[src/rtl/genetic_eval_ctrl.sv]
// Sequencer for the evolvable logic-element array: serial chromosome load, commit,
// then an exhaustive input sweep that scores array outputs against a target truth table.
module genetic_eval_ctrl #(
  parameter int unsigned ROW    = 3,
  parameter int unsigned COL    = 1,
  parameter int unsigned IN     = 3,
  parameter int unsigned OUT    = 1,
  parameter int unsigned SETTLE = 2,
  localparam int unsigned NV      = 1 << IN,
  localparam int unsigned NCELL   = ROW * COL,
  localparam int unsigned SEL_W   = (NCELL > 1) ? $clog2(NCELL) : 1,
  localparam int unsigned CHROM_W = NCELL * 16 + OUT * SEL_W,
  localparam int unsigned FIT_W   = $clog2(OUT * NV + 1)
) (
  input  logic                           clk,
  input  logic                           rst,
  input  logic                           start,
  input  logic                           reuse,
  input  logic                           cfg_valid,
  input  logic                           cfg_bit,
  output logic                           cfg_ready,
  input  logic [OUT*NV-1:0]              target,
  output logic [ROW-1:0][COL-1:0][15:0]  saidas_LE,
  output logic [OUT-1:0][SEL_W-1:0]      out_chrom,
  output logic [IN-1:0]                  inp,
  input  logic [OUT-1:0]                 circ_out,
  output logic                           busy,
  output logic                           done,
  output logic [FIT_W-1:0]               fitness
);

  localparam int unsigned CELL_W = NCELL * 16;
  localparam int unsigned SELS_W = OUT * SEL_W;
  localparam int unsigned BCNT_W = $clog2(CHROM_W + 1);
  localparam int unsigned HOLD_W = (SETTLE > 0) ? $clog2(SETTLE + 1) : 1;

  typedef enum logic [1:0] {
    S_IDLE = 2'd0,
    S_LOAD = 2'd1,
    S_EVAL = 2'd2,
    S_DONE = 2'd3
  } state_t;

  state_t              state_q;
  state_t              state_d;
  logic [CHROM_W-1:0]  shift_q;
  logic [BCNT_W-1:0]   bit_cnt_q;
  logic [HOLD_W-1:0]   hold_q;

  logic                start_ok_c;
  logic                accept_c;
  logic                last_bit_c;
  logic                commit_c;
  logic                sample_c;
  logic                last_vec_c;
  logic [NV-1:0]       tvec_c;
  logic [FIT_W-1:0]    match_cnt_c;

  logic                busy_d;
  logic                done_d;
  logic                cfg_ready_d;

  assign start_ok_c = ((state_q == S_IDLE) || (state_q == S_DONE)) && start;
  assign accept_c   = (state_q == S_LOAD) && cfg_valid && cfg_ready;
  assign last_bit_c = accept_c && (bit_cnt_q == BCNT_W'(CHROM_W - 1));
  assign commit_c   = (state_q == S_LOAD) && (bit_cnt_q == BCNT_W'(CHROM_W));
  assign sample_c   = (state_q == S_EVAL) && (hold_q == HOLD_W'(SETTLE));
  assign last_vec_c = (inp == IN'(NV - 1));

  // Number of outputs agreeing with the target for the vector currently on inp
  always_comb begin
    tvec_c      = '0;
    match_cnt_c = '0;
    for (int k = 0; k < OUT; k++) begin
      tvec_c      = target[k*NV +: NV];
      match_cnt_c = match_cnt_c + FIT_W'(circ_out[k] ~^ tvec_c[inp]);
    end
  end

  // State register; status outputs are registered alongside it
  always_ff @(posedge clk) begin
    if (rst) begin
      state_q   <= S_IDLE;
      busy      <= 1'b0;
      done      <= 1'b0;
      cfg_ready <= 1'b0;
    end else begin
      state_q   <= state_d;
      busy      <= busy_d;
      done      <= done_d;
      cfg_ready <= cfg_ready_d;
    end
  end

  // Next-state logic
  always_comb begin
    state_d = state_q;
    case (state_q)
      S_IDLE: begin
        if (start) state_d = reuse ? S_EVAL : S_LOAD;
      end
      S_LOAD: begin
        if (commit_c) state_d = S_EVAL;
      end
      S_EVAL: begin
        if (sample_c && last_vec_c) state_d = S_DONE;
      end
      S_DONE: begin
        if (start) state_d = reuse ? S_EVAL : S_LOAD;
        else       state_d = S_IDLE;
      end
      default: state_d = S_IDLE;
    endcase
  end

  // Status decode from the upcoming state; ready drops once the last bit is taken
  always_comb begin
    busy_d      = 1'b0;
    done_d      = 1'b0;
    cfg_ready_d = 1'b0;
    busy_d      = (state_d == S_LOAD) || (state_d == S_EVAL);
    done_d      = (state_d == S_DONE);
    cfg_ready_d = (state_d == S_LOAD) && !last_bit_c;
  end

  // Datapath: shadow shift register, commit, vector sweep and scoring
  always_ff @(posedge clk) begin
    if (rst) begin
      shift_q   <= '0;
      bit_cnt_q <= '0;
      hold_q    <= '0;
      saidas_LE <= '0;
      out_chrom <= '0;
      inp       <= '0;
      fitness   <= '0;
    end else begin
      if (start_ok_c) begin
        fitness   <= '0;
        bit_cnt_q <= '0;
        inp       <= '0;
        hold_q    <= '0;
      end
      if (accept_c) begin
        shift_q   <= {shift_q[CHROM_W-2:0], cfg_bit};
        bit_cnt_q <= bit_cnt_q + BCNT_W'(1);
      end
      if (commit_c) begin
        saidas_LE <= shift_q[CHROM_W-1 -: CELL_W];
        out_chrom <= shift_q[SELS_W-1:0];
        inp       <= '0;
        hold_q    <= '0;
      end
      if (state_q == S_EVAL) begin
        if (sample_c) begin
          fitness <= fitness + match_cnt_c;
          hold_q  <= '0;
          inp     <= last_vec_c ? '0 : inp + IN'(1);
        end else begin
          hold_q  <= hold_q + HOLD_W'(1);
        end
      end
    end
  end

endmodule

[config.mk]
export PLATFORM = sky130hd
export DESIGN_NAME = genetic_eval_ctrl
export DESIGN_NICKNAME = d
export VERILOG_FILES = /design/src/rtl/genetic_eval_ctrl.sv
export SDC_FILE = /design/constraint.sdc
export NUM_CORES = 1
export LEC_CHECK = 0
export ABC_AREA = 1
export BUFFER_PORTS_ARGS = -buffer_cell sky130_fd_sc_hd__buf_2
export CAP_MARGIN = 20
export CORE_ASPECT_RATIO = 0.6
export CORE_UTILIZATION = 51
export DETAILED_ROUTE_END_ITERATION = 8
export GPL_ROUTABILITY_DRIVEN = 0
export PLACE_DENSITY_LB_ADDON = 0.2
export SYNTH_ARGS = -nofsm -noshare
export SYNTH_HDL_FRONTEND = slang
export SYNTH_SLANG_ARGS = --single-unit
[constraint.sdc]
create_clock -name clk -period 2 [get_ports clk]
set_clock_uncertainty 0.1 [all_clocks]
set_input_delay 0.3 -clock clk [delete_from_list [all_inputs] [get_ports clk]]
set_output_delay 0.3 -clock clk [all_outputs]
set_load 0.02 [all_outputs]
==> flow_summary.yaml <==
outcome:
  status: "finished clean"
grt:
  grt_pass1_vias: 3605
  grt_util_met1_pct: 28.87
  grt_start_max_net_pins: 74
  grt_busiest_layer: "met2"
  grt_use_met2_pct: 32.35
  antenna_found_initial: 0
  grt_pass1_wl_um: 16590
  track_usage_pct: 21.44
  use_met3_pct: 6.839
  grt_overflow: 0
synth:
  ys_seq_area_share_pct: 49.96
  avgSynthCellArea_um2: 7.755
  synth_top_area_share_pct: 49.96
  ys_seq_elements: 120
  synth_top_cell_by_area: "dfxtp_1"
  syn_inst: 620
  syn-cell-area_mm2: 0.004808
  synth_nets: 647
  yosysWarnings: 0
  ys_top_cells_by_area: "dfxtp_1 50%, a21oi_1 11%, nand2_1 11%"
  ys_types: 31
sta:
  setup_viol: 0
  slew_headroom_pct: 60.45
  setup_tns_ns: 0
  rsz0062_at_grt: "true"
  holdWs_ns: 0.06455
  tightestPinTransition_ns: 0.5933
  min_period_over_period_pct: 92.67
  fmax_mhz: 539.6
  finalHoldViolCount: 0
  drv_slew: 0
  period_minus_slack_ns: 1.853
layout:
  area_delta_synth_final_pct: 21.78
  nets: 717
  antenna_cells: 0
  final_cell_mix: "142 x nand2_1, 117 x dfxtp_1, 109 x a21oi_1"
  drive_above_1_share_pct: 19.66
  final_common_cell: "nand2_1"
cts:
  cts_buffer_depth: 2
  worstSkewPairLatency_ns: 0.41
  htree_levels: 4
  clock-root-buffer: "clkbuf_16"
  path_clk_slew_ns: 0.05
  cts_tree: "built"
  cts_sinks: 120
  cts_made_buffers: 17
detailed_routing:
  wl_per_cell_um: 11.95
  drt_pre_antenna_iters: 5
  ant_nets: 0
  wl_um: 9942
  vias_per_cell: 4.888
  vias: 4067
  drc: 0
  initialDrtViolationCount: 260
floorplan:
  placementRows: 27
  die_w_um: 127.4
  initial_core_util_pct: 52.52
  ios: 75
  die_area_mm2: 0.009833
  core_area_mm2: 0.009155
  die_h_um: 77.21
power_and_ir_drop:
  p_leak_nw: 2.422
  ir_worst_vdd_mv: 0.7904
  power.density_mw_per_mm2: 1078
job:
  cap_viol_max_count: 0
setup_path:
  critPathLaunchType: "flop"
  critPathKind: "reg -> reg"
  endpoint_kind: "flop"
  critPathMaxFanout: 5
  cp_data_required_time_ns: 2.18
  worstPathArrival_ns: 2.03
place:
  dp_hpwl_um: 6118
  io_buffers: 74
hold_path:
  hp-class: "in -> reg"
where the power goes:
part,total (mW),switching (mW),internal (mW)
sequential,2.52,0.0547,2.46
combinational,0.701,0.463,0.238
clock,3.10,1.02,2.08
total,6.31,1.54,4.78
path summary, 6_finish.rpt:
kind                                            startpoint                    endpoint  slack, ns  cells after the start
worst max register to register           inp[0]$_SDFF_PP0_       fitness[1]$_SDFF_PP0_       0.15                     13
worst min-delay path                               cfg_bit     shift_q[0]$_SDFFE_PP0P_       0.06                      3
worst min register to register  saidas_LE[36]$_SDFFE_PP0P_  saidas_LE[36]$_SDFFE_PP0P_       0.34                      2
worst max-delay path                     inp[0]$_SDFF_PP0_       fitness[1]$_SDFF_PP0_       0.15                     13
stage by stage:
step / cell area, um^2 / total power [mW] / std cells / setup slack (ns) / utilization, %
CTS: 5823 / 6.339 / 832 / 0.08618 / 63.61
global route: 5856 / 6.582 / 832 / -0.03488 / 63.96
finish: 5856 / 6.315 / 832 / 0.1466 / 63.96
global placement: 5216 / 3.213 / 801 / 0.1143 / 56.98
detailed placement: 5216 / 3.232 / 801 / 0.08352 / 56.98
floorplan: 4810 / 3.063 / 620 / 0.05730 / -
sequential cells by signal, summed over array words and instances (netlist names), 2 cells and up:
name	count
out_chrom	2
bit_cnt_q	6
fitness	4
saidas_LE	48
state_q	2
inp	3
hold_q	2
shift_q	50
worst max-delay path, cell delays in order, from the launching register on:
cell      delay [ns]
dfxtp_2         0.34
inv_2           0.05
or2_2           0.26
nand2_1         0.06
nand3b_1        0.08
nand2_1         0.07
nand2_1         0.04
nand2_1         0.05
ha_1            0.15
inv_2           0.04
ha_2            0.30
inv_1           0.04
nor2_2          0.10
a211oi_2        0.04
cell type report:
class,instances,area (um^2)
Inverter,90,337.8
Multi-Input combinational cell,375,1849
Clock buffer,23,488.0
Timing Repair Buffer,86,493.0
Clock inverter,8,118.9
Sequential cell,120,2406
Tap cell,130,162.7
Fill cell,776,3299
Yosys cell counts (all sizes together):
cell	instances
nand4	3
or2	2
nor2	21
nand3b	1
a21oi	111
a41oi	1
a211oi	2
ha	12
o21ai	62
nand3	14
nand2	143
clkbuf	19
o22ai	1
xnor2	1
dfxtp	120
buf	16
clkinv	1
inv	89
o211ai	1
metal layers:
metal  part of all wire, %  vias to the layer above  wire length, um
li1                      -                     2110                -
met1                    50                     1840             4956
met2                    44                      103             4404
met3                   5.1                       14              505
met4                  0.76                        0               76
met5                     0                        -                0
repair_timing:
| action | in CTS | in global routing |
|---|---|---|
| setup endpoints to repair | 0 | 10 |
| gates resized for setup | 0 | 13 |
| hold buffers | 0 | 0 |
| setup buffers | 0 | 0 |
cell families after synthesis:
family / share of synthesized area [%]
AND/OR/NAND/NOR: 15.59
AO/OA/AOI/OAI: 19.10
buffers and inverters: 12.05
flip-flops: 49.96
adder cells (fa/ha/maj): 3.122
XOR/XNOR: 0.1822
Note: power is estimated with default switching activity, not from simulation.
